**src/rtl/framebuffer_write.sv**
```systemverilog
// framebuffer_write: assembles a byte stream into RGB565 pixels and writes one 64x32 frame into the framebuffer RAM
//   clk_in           system clock, all logic on posedge
//   reset            synchronous active-high reset
//   frame_start      one-cycle strobe, arms the writer at pixel 0
//   data_in          stream byte
//   data_valid       data_in valid this cycle
//   ram_address      {half, row[3:0], ~col[5:0]} of the pixel being written
//   ram_data_out     RGB565 pixel
//   ram_write_enable one-cycle write strobe
//   ram_clk_enable   copy of ram_write_enable
//   busy             high from frame_start until frame_done
//   frame_done       one-cycle pulse after the 2048th write
module framebuffer_write #(
   parameter bit HIGH_BYTE_FIRST = 1'b1
) (
   input  logic        clk_in,
   input  logic        reset,
   input  logic        frame_start,
   input  logic [7:0]  data_in,
   input  logic        data_valid,
   output logic [10:0] ram_address,
   output logic [15:0] ram_data_out,
   output logic        ram_write_enable,
   output logic        ram_clk_enable,
   output logic        busy,
   output logic        frame_done
);
   typedef enum logic [2:0] {S_IDLE, S_FIRST, S_SECOND, S_WRITE, S_DONE} state_t;
   state_t      r_state;
   logic [10:0] r_cnt;
   logic [7:0]  r_byte;
   logic [10:0] r_addr;
   logic [15:0] r_data;
   logic        r_we;
   logic        r_busy;
   logic        r_done;
   logic [10:0] w_addr;
   logic [15:0] w_pixel;
   // the scan-out reader walks columns right to left, hence the inverted column field
   assign w_addr  = {r_cnt[10], r_cnt[9:6], ~r_cnt[5:0]};
   assign w_pixel = HIGH_BYTE_FIRST ? {r_byte, data_in} : {data_in, r_byte};
   always_ff @(posedge clk_in) begin
      if (reset) begin
         r_state <= S_IDLE;
         r_cnt   <= '0;
         r_byte  <= '0;
         r_addr  <= '0;
         r_data  <= '0;
         r_we    <= 1'b0;
         r_busy  <= 1'b0;
         r_done  <= 1'b0;
      end else if (frame_start) begin
         r_state <= S_FIRST;
         r_cnt   <= '0;
         r_we    <= 1'b0;
         r_busy  <= 1'b1;
         r_done  <= 1'b0;
      end else begin
         r_we   <= 1'b0;
         r_done <= 1'b0;
         case (r_state)
            S_FIRST:
               if (data_valid) begin
                  r_byte  <= data_in;
                  r_state <= S_SECOND;
               end
            S_SECOND:
               if (data_valid) begin
                  r_addr  <= w_addr;
                  r_data  <= w_pixel;
                  r_we    <= 1'b1;
                  r_state <= S_WRITE;
               end
            S_WRITE:
               if (r_cnt == 11'd2047) begin
                  r_state <= S_DONE;
                  r_done  <= 1'b1;
                  r_busy  <= 1'b0;
               end else begin
                  r_cnt <= r_cnt + 11'd1;
                  // a byte arriving during the strobe already starts the next pixel
                  if (data_valid) begin
                     r_byte  <= data_in;
                     r_state <= S_SECOND;
                  end else begin
                     r_state <= S_FIRST;
                  end
               end
            S_DONE: begin
               r_cnt   <= '0;
               r_state <= S_IDLE;
            end
            default: r_state <= S_IDLE;
         endcase
      end
   end
   assign ram_address      = r_addr;
   assign ram_data_out     = r_data;
   assign ram_write_enable = r_we;
   assign ram_clk_enable   = r_we;
   assign busy             = r_busy;
   assign frame_done       = r_done;
endmodule

```
**config.mk**
```make
export PLATFORM = sky130hd
export DESIGN_NAME = framebuffer_write
export DESIGN_NICKNAME = d
export VERILOG_FILES = /design/src/rtl/framebuffer_write.sv
export SDC_FILE = /design/constraint.sdc
export NUM_CORES = 1
export LEC_CHECK = 0
export ABC_AREA = 1
export CAP_MARGIN = 30
export CORE_MARGIN = 5
export CORE_UTILIZATION = 50
export DETAILED_ROUTE_END_ITERATION = 10
export PLACE_DENSITY = 0.78
export SLEW_MARGIN = 25
export SYNTH_ARGS = -nofsm -noshare
export SYNTH_HDL_FRONTEND = slang
export SYNTH_SLANG_ARGS = --single-unit
```
**constraint.sdc**
```tcl
create_clock -name clk_in -period 1.9 [get_ports clk_in]
set_input_delay 0.38 -clock clk_in [delete_from_list [all_inputs] [get_ports clk_in]]
set_output_delay 0.38 -clock clk_in [all_outputs]
set_load 0.05 [all_outputs]
```
==> results of run 1 <==
-- power by group through the flow --
stage	clock network (mW)	registers [mW]	logic, mW
2_1_floorplan	0	1.14	0.0408
3_3_place_gp	0	1.13	0.0934
3_5_place_dp	0	1.13	0.0944
4_1_cts	0.654	1.10	0.0946
5_1_grt	0.694	1.10	0.103
6_report	0.630	1.10	0.0943
-- cell families (layout without fill, tap and decap cells) --
family | Yosys count | in the layout | share of synthesized area (%)
AO/OA/AOI/OAI | 49 | 49 | 13.5
buffers and inverters | 30 | 74 | 6.94
flip-flops | 52 | 52 | 49.3
XOR/XNOR | 1 | 1 | 0.415
adder cells (fa/ha/maj) | 1 | 1 | 0.593
AND/OR/NAND/NOR | 136 | 136 | 29.2
-- cells in the final DEF, fill, tap and decap left out, types with 2 or more instances in the layout --
| cell | synthesis | layout |
|---|---|---|
| nand2_1 | 62 | 62 |
| dfxtp_1 | 52 | 52 |
| clkdlybuf4s50_1 | 0 | 36 |
| nor2_1 | 34 | 34 |
| a21oi_1 | 32 | 32 |
| nand3_1 | 16 | 16 |
| inv_1 | 14 | 14 |
| buf_4 | 2 | 9 |
| a211oi_1 | 7 | 7 |
| o21ai_0 | 6 | 6 |
| nor3_1 | 5 | 5 |
| clkbuf_8 | 0 | 5 |
| inv_2 | 4 | 4 |
| nand4_1 | 4 | 4 |
| nand2_2 | 3 | 3 |
| nor2_2 | 3 | 3 |
| a211oi_2 | 3 | 3 |
| nor3b_1 | 3 | 3 |
| nor2_4 | 2 | 2 |
| dlymetal6s2s_1 | 0 | 2 |
-- through the flow --
step | hold slack [ps] | instances
global route | 480 | 363
finish | 462 | 363
CTS | 466 | 363
global placement | 448 | 355
detailed placement | 452 | 355
floorplan | 441 | 269
-- worst reg2reg max path, stage by stage (launching register included) --
cell,delay [ps]
dfxtp_1,410
ha_1,190
inv_1,70
nor2_2,200
nand4_1,250
buf_4,250
a21oi_1,120
nor2_1,50
-- worst max-delay path by stage --
stage                      end  slack [ps]  cells after the start
2_1_floorplan             busy         490                      7
3_3_place_gp   ram_data_out[0]          70                      9
3_5_place_dp    ram_address[0]          30                      8
4_1_cts        ram_data_out[6]          30                      1
5_1_grt        ram_data_out[5]           4                      1
6_report       ram_data_out[6]          60                      1
-- flip-flops by register name (all words and copies together) (netlist names) --
| signal | cells |
|---|---|
| busy | 1 |
| frame_done | 1 |
| r_byte | 8 |
| r_cnt | 11 |
| r_state | 3 |
| ram_address | 11 |
| ram_clk_enable | 1 |
| ram_data_out | 16 |
-- routing by layer --
layer / vias up / part of all wire [%] / global-route usage, % / wire length, um
li1: 966 / - / - / -
met1: 801 / 50 / 23.9 / 2210
met2: 38 / 43 / 24.7 / 1920
met3: 5 / 5.5 / 3.74 / 246
met4: 0 / 1.5 / 7.11 / 65
met5: - / 0 / 0 / 0
-- area by class of cell --
class | instances | area, sq um | share of cell area, %
flip-flops and latches | 52 | 1040 | 39.2
well taps | 50 | 62.6 | 2.36
multi-input cells | 187 | 922 | 34.7
inverters | 18 | 67.6 | 2.54
clock inverters | 3 | 21.3 | 0.801
clock buffers | 5 | 68.8 | 2.59
repair buffers | 48 | 473 | 17.8
==> impl_results.md, run 1 <==
- Run status: completed
- Worst r2r dst: busy
- Flop pwr share: 60.4%
- Total core area: 4060 sq um
- Sequential share of the synthesized area: 49.3%
- Clk sinks: 52
- I/O Buffers: 42
- # rows: 23
- Post-layout min period: 1840 ps
- Sw Ratio: 23.4%
- Routed len/inst: 12.2 um
- Max incr delay on CP: 810 ps
- Worst setup startpoint: ram_data_out[6]
- Vias/cell: 4.99
- Synthesized net count: 282
- First-pass GRT wire length: 7190 um
- Post-DP HPWL: 3170 um
- Clk_lat worst skew: 300 ps
- Synth Area per Inst: 7.84 sq um
- Critical-path maximum fanout: 2
- Chip height: 75.0 um
- Final Cell Area: 2660 sq um
- Fraction of registers with async set/reset: 0%
- Psw: 428 uW
- Synth area leaders: dfxtp_1 (49%), nand2_1 (11%), a21oi_1 (7.6%)
- Final wirelength: 4440 um
- TritonCTS buffer count: 5
- Clock power share: 34.5%
- Die area: 5620 sq um
- Int Pwr: 1.40 mW
- Final core utilization: 65.5%
- Crit path cell chain: clkdlybuf4s50_1
- Gate power share: 5.2%
- Initial DRC count: 163
- Hold wc startpoint: ram_data_out[1]
- Synthesis-to-finish area growth: 25.9%
- Clock transition at path regs: 90 ps
- Worst Clk Skew: 5.28 ps
- CP Data Arrival Time: 1460 ps
- Measured slew at the worst slew-check pin: 504 ps
- Post-Synthesis Cells: 269
- RSZ-0062 raised after global routing: no
- Required time of the critical path: 1520 ps
- DR pass1 iterations: 4
- Final WS setup: 56.5 ps
- Total track usage: 16.9%
- Top-count cell post-synth: nand2_1
- Hold buffers post-CTS: 0
- Max Slew Vio Count: 0
- Die X: 75.0 um
- Total gr overflow: 0
- Flop-to-flop setup slack: 250 ps
- Post-CTS Setup Bufs: 0
- Worst vdd ir: 331 uV
- Layout Nets: 325
- Hold Path End: ram_data_out[1]
- Slew headroom: 66.3%
- Distinct cells, synth: 27
- Ys flop type: dfxtp_1
- Starting density of the core: 52.0%
- Post-route ant nets: 0
- Reg2reg start: r_cnt[0]
- Leading area contributor after synthesis: dfxtp_1
- Fill count: 361
- Largest net degree at the start of global routing: 39
- Antenna diode count: 0
- I/O pin count: 43
- YS warnings: 0
- Post-synth top cells: nand2_1 (62), dfxtp_1 (52), nor2_1 (34)
- CTS tree: built
- Crit path capture type: output pin
- Placed inst area: 2560 sq um
- Power density over cell area: 687 nW/um^2
- Crit start category: flop
- Post-synth EDFFs: 0
- Reg2Reg Depth: 7
- Worst path slowest cell: clkdlybuf4s50_1
- Synth Cell Area: 2110 sq um
- Resize count post-CTS: 0
- Initial antenna violation count: 0
- Gpl congestion: 0.895
- Setup TNS: 0 ps
- Fin. Hold Viols: 0
- Hold Crit Class: flop to flop
- Leakage power: 0.943 nW
- Hold depth: 2
- CP delay by family, top: buffers and inverters
- Fmax: 0.542 GHz
- Area share of the largest cell type after synthesis: 49.3%
- Max cap viols: 0
- CP Buf/Inv Count: 1
- Total power: 1.83 mW
- # setup viols final: 0
- Vias: 1810
- Share of cells above drive strength 1: 11.2%
- Final Cycle Share: 97.0%
- Root buffer cell: clkbuf_8
- Vias in the first global route: 1554
- CTS max path bufs: 2
- DR DRC count: 0
- H-tree depth: 2
- Synth Register Bits: 52
- Kind of critical path: flop to output pin
- Pre-CTS setup slack: 28.2 ps
(Power assumes the default switching activity.)
==> run 2, diff against run 1 <==
- ABC_AREA: 1 -> default
- SETUP_SLACK_MARGIN: default -> 0.5
==> run 2 against run 1 <==
Combinational power up 50%. Count of clock-buffer cells in the layout up 1. Clock skew up 4.9 ps. Sequential cell count unchanged. Core utilization up 13 points. Fmax up 17%. Sequential power about the same. Critical endpoint is now r_cnt[2].
==> impl_results.md, run 2 <==
- Total core area: 4090 sq um
- Kind of critical path: flop to flop
- Total gr overflow: 0
- Fraction of registers with async set/reset: 0%
- TritonCTS buffer count: 5
- Starting density of the core: 52.8%
- CTS tree: built
- Top-count cell post-synth: nand2_1
- Fill count: 281
- Distinct cells, synth: 38
- First-pass GRT wire length: 8800 um
- Worst Clk Skew: 10.2 ps
- CP Data Arrival Time: 1790 ps
- Die X: 75.7 um
- Worst hold margin: 452 ps
- I/O pin count: 43
- Final core utilization: 78.3%
- Post-layout min period: 1580 ps
- Initial DRC count: 95
- Worst vdd ir: 470 uV
- Synthesized net count: 257
- Clock transition at path regs: 90 ps
- Critical-path maximum fanout: 5
- Final Cell Area: 3200 sq um
- Layout Nets: 330
- Crit path cell chain: ha_4 -> nand3_4 -> nor3_4 -> buf_6 -> buf_4 -> o21ai_0 -> a21oi_1
- Fin. Hold Viols: 0
- CP delay by family, top: flip-flops
- Routed len/inst: 16.9 um
- Post-route ant nets: 0
- CTS max path bufs: 2
- Crit path capture type: flop
- CP Buf/Inv Count: 2
- Clk_lat worst skew: 310 ps
- RSZ-0062 raised after global routing: yes
- Root buffer cell: clkbuf_8
- Die area: 5730 sq um
- Fmax: 0.634 GHz
- Post-DP HPWL: 3270 um
- Sequential share of the synthesized area: 48.2%
- Area share of the largest cell type after synthesis: 48.2%
- Post-synth EDFFs: 0
- Synth area leaders: dfxtp_1 (48%), nand2_1 (9.4%), a21oi_1 (7.7%)
- Worst path slowest cell: dfxtp_4
- Commonest non-fill, non-tap cells in the layout: dfxtp_1 (38), nand2_1 (37), buf_4 (28), buf_2 (27), a21oi_2 (20)
- Run status: completed
- Crit start category: flop
- Slew headroom: 77.4%
- Post-Synthesis Cells: 244
- Initial antenna violation count: 0
- Largest net degree at the start of global routing: 42
- Clk sinks: 52
- I/O Buffers: 42
- Synth Cell Area: 2160 sq um
- Final wirelength: 6230 um
- Synthesis-to-finish area growth: 48.2%
- Max reg flops: 16
- YS warnings: 0
- DR pass1 iterations: 4
- DR DRC count: 0
- Vias: 2080
- Synth Register Bits: 52
- Max incr delay on CP: 380 ps
- # rows: 23
- Vias/cell: 5.65
- Placed inst area: 2690 sq um
- Total track usage: 20.3%
- Leakage power: 1.32 nW
- Share of cells above drive strength 1: 47.8%
- Power density over cell area: 622 nW/um^2
- Antenna diode count: 0
- Max cap viols: 0
- Chip height: 75.7 um
- Setup TNS: 0 ps
- Hold Crit Class: flop to flop
- Leading area contributor after synthesis: dfxtp_1
- Required time of the critical path: 2120 ps
- Measured slew at the worst slew-check pin: 339 ps
- # setup viols final: 0
- Max Slew Vio Count: 0
- Vias in the first global route: 1860
- Ys flop type: dfxtp_1
- Most common cell after layout, fill and taps aside: dfxtp_1
- Post-synth top cells: nand2_1 (54), dfxtp_1 (52), a21oi_1 (33)
- H-tree depth: 2
- Synth Area per Inst: 8.85 sq um
- Gpl congestion: 0.862
- Final Cycle Share: 83.0%
## run 2: per-stage QoR
stage	worst slack (ps)	std cells	power, mW
2_1_floorplan	343	244	1.20
3_3_place_gp	58.8	334	1.25
3_5_place_dp	-12.3	334	1.25
4_1_cts	384	356	1.98
5_1_grt	266	368	2.05
6_report	323	368	1.99
## run 2: worst reg2reg max path, stage by stage (launching register included)
cell and delay [ps]:
dfxtp_4 380, ha_4 160, nand3_4 90, nor3_4 280, buf_6 160, buf_4 100, o21ai_0 100, a21oi_1 220
## run 2: power breakdown
group,internal [mW],total [mW],switching [mW]
clock,0.391,0.756,0.365
combinational,0.0623,0.141,0.0784
sequential,1.08,1.09,0.00934
total,1.54,1.99,0.452
## run 2: logic make-up after synthesis
| logic type | Yosys count | synth area share (%) |
|---|---|---|
| AO/OA/AOI/OAI | 48 | 13.6 |
| XOR/XNOR | 3 | 1.22 |
| adder cells (fa/ha/maj) | 1 | 0.580 |
| buffers and inverters | 16 | 4.06 |
| flip-flops | 52 | 48.2 |
| multiplexers | 9 | 4.17 |
| AND/OR/NAND/NOR | 115 | 28.2 |
## run 2: area by class of cell
| class | count | area, sq um | share of cell area (%) |
|---|---|---|---|
| tap | 50 | 62.6 | 1.96 |
| inverter | 1 | 3.75 | 0.117 |
| timing repair buffer | 81 | 629 | 19.7 |
| sequential | 52 | 1090 | 34.0 |
| clock buffer | 6 | 72.6 | 2.27 |
| multi-input combinational | 176 | 1310 | 40.9 |
| clock inverter | 2 | 35.0 | 1.10 |
## run 2: worst paths after layout
kind / startpoint / endpoint / slack (ps) / cells past startpoint
hold reg to reg: ram_data_out[9] / ram_data_out[9] / 450 / 2
setup reg to reg: r_cnt[0] / r_cnt[2] / 320 / 7
hold / removal: ram_data_out[9] / ram_data_out[9] / 450 / 2
setup / recovery: r_cnt[0] / r_cnt[2] / 320 / 7
## run 2: repair_timing
action,in CTS,in global routing
cloned,0,2
setup buffers,14,10
hold buffers,0,0
setup endpoints to repair,72,65
pin swaps,9,40
resized for setup,130,109
## run 2: layer usage
layer | GRT usage (%) | up-vias | part of all wire, %
met5 | 0 | - | 0
met4 | 6.99 | 0 | 3.2
met3 | 4.49 | 22 | 6.2
met2 | 33.7 | 83 | 50
met1 | 26.0 | 988 | 40
li1 | - | 987 | -
==> run 3, diff against run 2 <==
- clock period: 1.9 -> 1.5 ns (I/O delays scaled with it)
==> run 3 against run 2 <==
The run now ends with negative setup slack left. Die area unchanged. Fmax fell by 7.7%. Count of clock-buffer cells in the layout unchanged. Cell count grew 5.4%. Critical path depth decreased by 1. Core utilization up 18 points. Clock skew increased by 4.5 ps. Sequential cell count did not move. Non-clock buffer count increased by 20. Via count is 20% higher. Register-to-register slack worse by 530 ps. First-iteration DRC count grew to 3.8 times the previous value. Critical endpoint is now r_byte[1]. Largest cell class unchanged. Highest routed layer unchanged.
==> impl_results.md, run 3 (synthesis results as in run 2) <==
- Initial DRC count: 361
- CP Data Arrival Time: 1930 ps
- Clock transition at path regs: 100 ps
- Fin. Hold Viols: 0
- Final Cycle Share: 114%
- # rows: 23
- Share of cells above drive strength 1: 62.1%
- Vias in the first global route: 2389
- Final wirelength: 10300 um
- Antenna diode count: 0
- Final Cell Area: 3930 sq um
- Vias/cell: 6.43
- Max Slew Vio Count: 0
- Synthesis-to-finish area growth: 82.2%
- Hold Crit Class: flop to flop
- CTS max path bufs: 2
- Reg2reg start: r_cnt[1]
- Worst setup startpoint: r_cnt[1]
- Hold buffers post-CTS: 0
- Measured slew at the worst slew-check pin: 694 ps
- RSZ-0062 raised after global routing: yes
- DR pass1 iterations: 8
- Worst Clk Skew: 14.7 ps
- Post-layout min period: 1710 ps
- # setup viols final: 45
- H-tree depth: 2
- Layout Nets: 350
- Root buffer cell: clkbuf_8
- TritonCTS buffer count: 5
- Gpl congestion: 0.889
- Kind of critical path: flop to flop
- DR DRC count: 0
- Die area: 5730 sq um
- Most common cell after layout, fill and taps aside: buf_4
- Max reg flops: 16
- Largest net degree at the start of global routing: 33
- Placed inst area: 3170 sq um
- First-pass GRT wire length: 12300 um
- Final WS setup: -208 ps
- Total gr overflow: 0
- Pre-CTS setup slack: -312 ps
- Vias: 2495
- Max cap viols: 0
- Failing checks: negative setup slack
- Reg2Reg Depth: 6
- Total core area: 4090 sq um
- Post-route ant nets: 0
- Crit start category: flop
- Required time of the critical path: 1720 ps
- Flop-to-flop setup slack: -210 ps
- Crit path capture type: flop
- Clk_lat worst skew: 320 ps
- Fmax: 0.585 GHz
- Slew headroom: 53.4%
- Leakage power: 1.54 nW
- Worst vdd ir: 572 uV
- Commonest non-fill, non-tap cells in the layout: buf_4 (39), buf_12 (36), nand2_1 (34), dfxtp_2 (34), a21oi_2 (25)
- Die X: 75.7 um
- CTS tree: built
- Run status: complete, but fails checks
- Total track usage: 29.6%
- I/O pin count: 43
- Worst r2r dst: r_byte[1]
- Total power: 2.62 mW
- Starting density of the core: 52.8%
- Post-DP HPWL: 3820 um
- Clk sinks: 52
- Chip height: 75.7 um
- I/O Buffers: 42
- Critical-path maximum fanout: 8
- CP endpoint: r_byte[1]
- Power density over cell area: 665 nW/um^2
- Initial antenna violation count: 0
- Routed len/inst: 26.6 um
-- run 3: how the worst min path moves through the flow --
| stage | start | to | slack (ps) | cells past startpoint |
|---|---|---|---|---|
| floorplan | r_byte[2] | ram_data_out[10] | 430 | 2 |
| global placement | r_byte[1] | ram_data_out[9] | 440 | 2 |
| detailed placement | r_byte[6] | ram_data_out[14] | 440 | 2 |
| CTS | r_byte[6] | ram_data_out[14] | 450 | 2 |
| global route | ram_data_out[3] | ram_data_out[3] | 510 | 2 |
| finish | ram_data_out[3] | ram_data_out[3] | 490 | 2 |
-- run 3: per-layer routing --
layer / global-route usage, % / vias up / wire length [um]
met2: 50.6 / 221 / 5100
met5: 0 / - / 0
met4: 14.2 / 0 / 648
li1: - / 1021 / -
met1: 34.9 / 1177 / 3660
met3: 7.12 / 76 / 925
-- run 3: area by class of cell --
cell class                      count  area [sq um]
Timing Repair Buffer              101          1300
Multi-Input combinational cell    176          1340
Sequential cell                    52          1120
Inverter                            1          3.75
Clock buffer                        6          72.6
Tap cell                           50          62.6
Fill cell                          80           154
Clock inverter                      2          35.0
-- run 3: power breakdown --
group	internal, mW	total (mW)	switching (mW)
Clock	0.497	0.990	0.494
Combinational	0.108	0.230	0.122
Sequential	1.38	1.40	0.0172
Total	1.98	2.62	0.633
-- run 3: worst max-delay path: stages (launching register included) --
cell       delay, ps
dfxtp_4          390
ha_4             180
nand3_4          100
nor3_4            70
a2111oi_4        390
buf_12           190
mux2i_1          290
-- run 3: stage by stage --
stage	util, %	setup TNS, ps	hold slack (ps)	cells
after floorplan	-	-507	432	244
after global placement	77.6	-8240	442	352
after detailed placement	77.6	-10300	444	352
after CTS	90.4	0	449	378
after global routing	96.2	-5040	506	388
final	96.2	-4180	493	388
-- run 3: timing repair --
item / 4_1_cts / 5_1_grt
setup endpoints to repair: 83 / 83
setup buffers: 16 / 10
pin swaps: 40 / 22
cloned: 2 / 0
resized for setup: 99 / 46
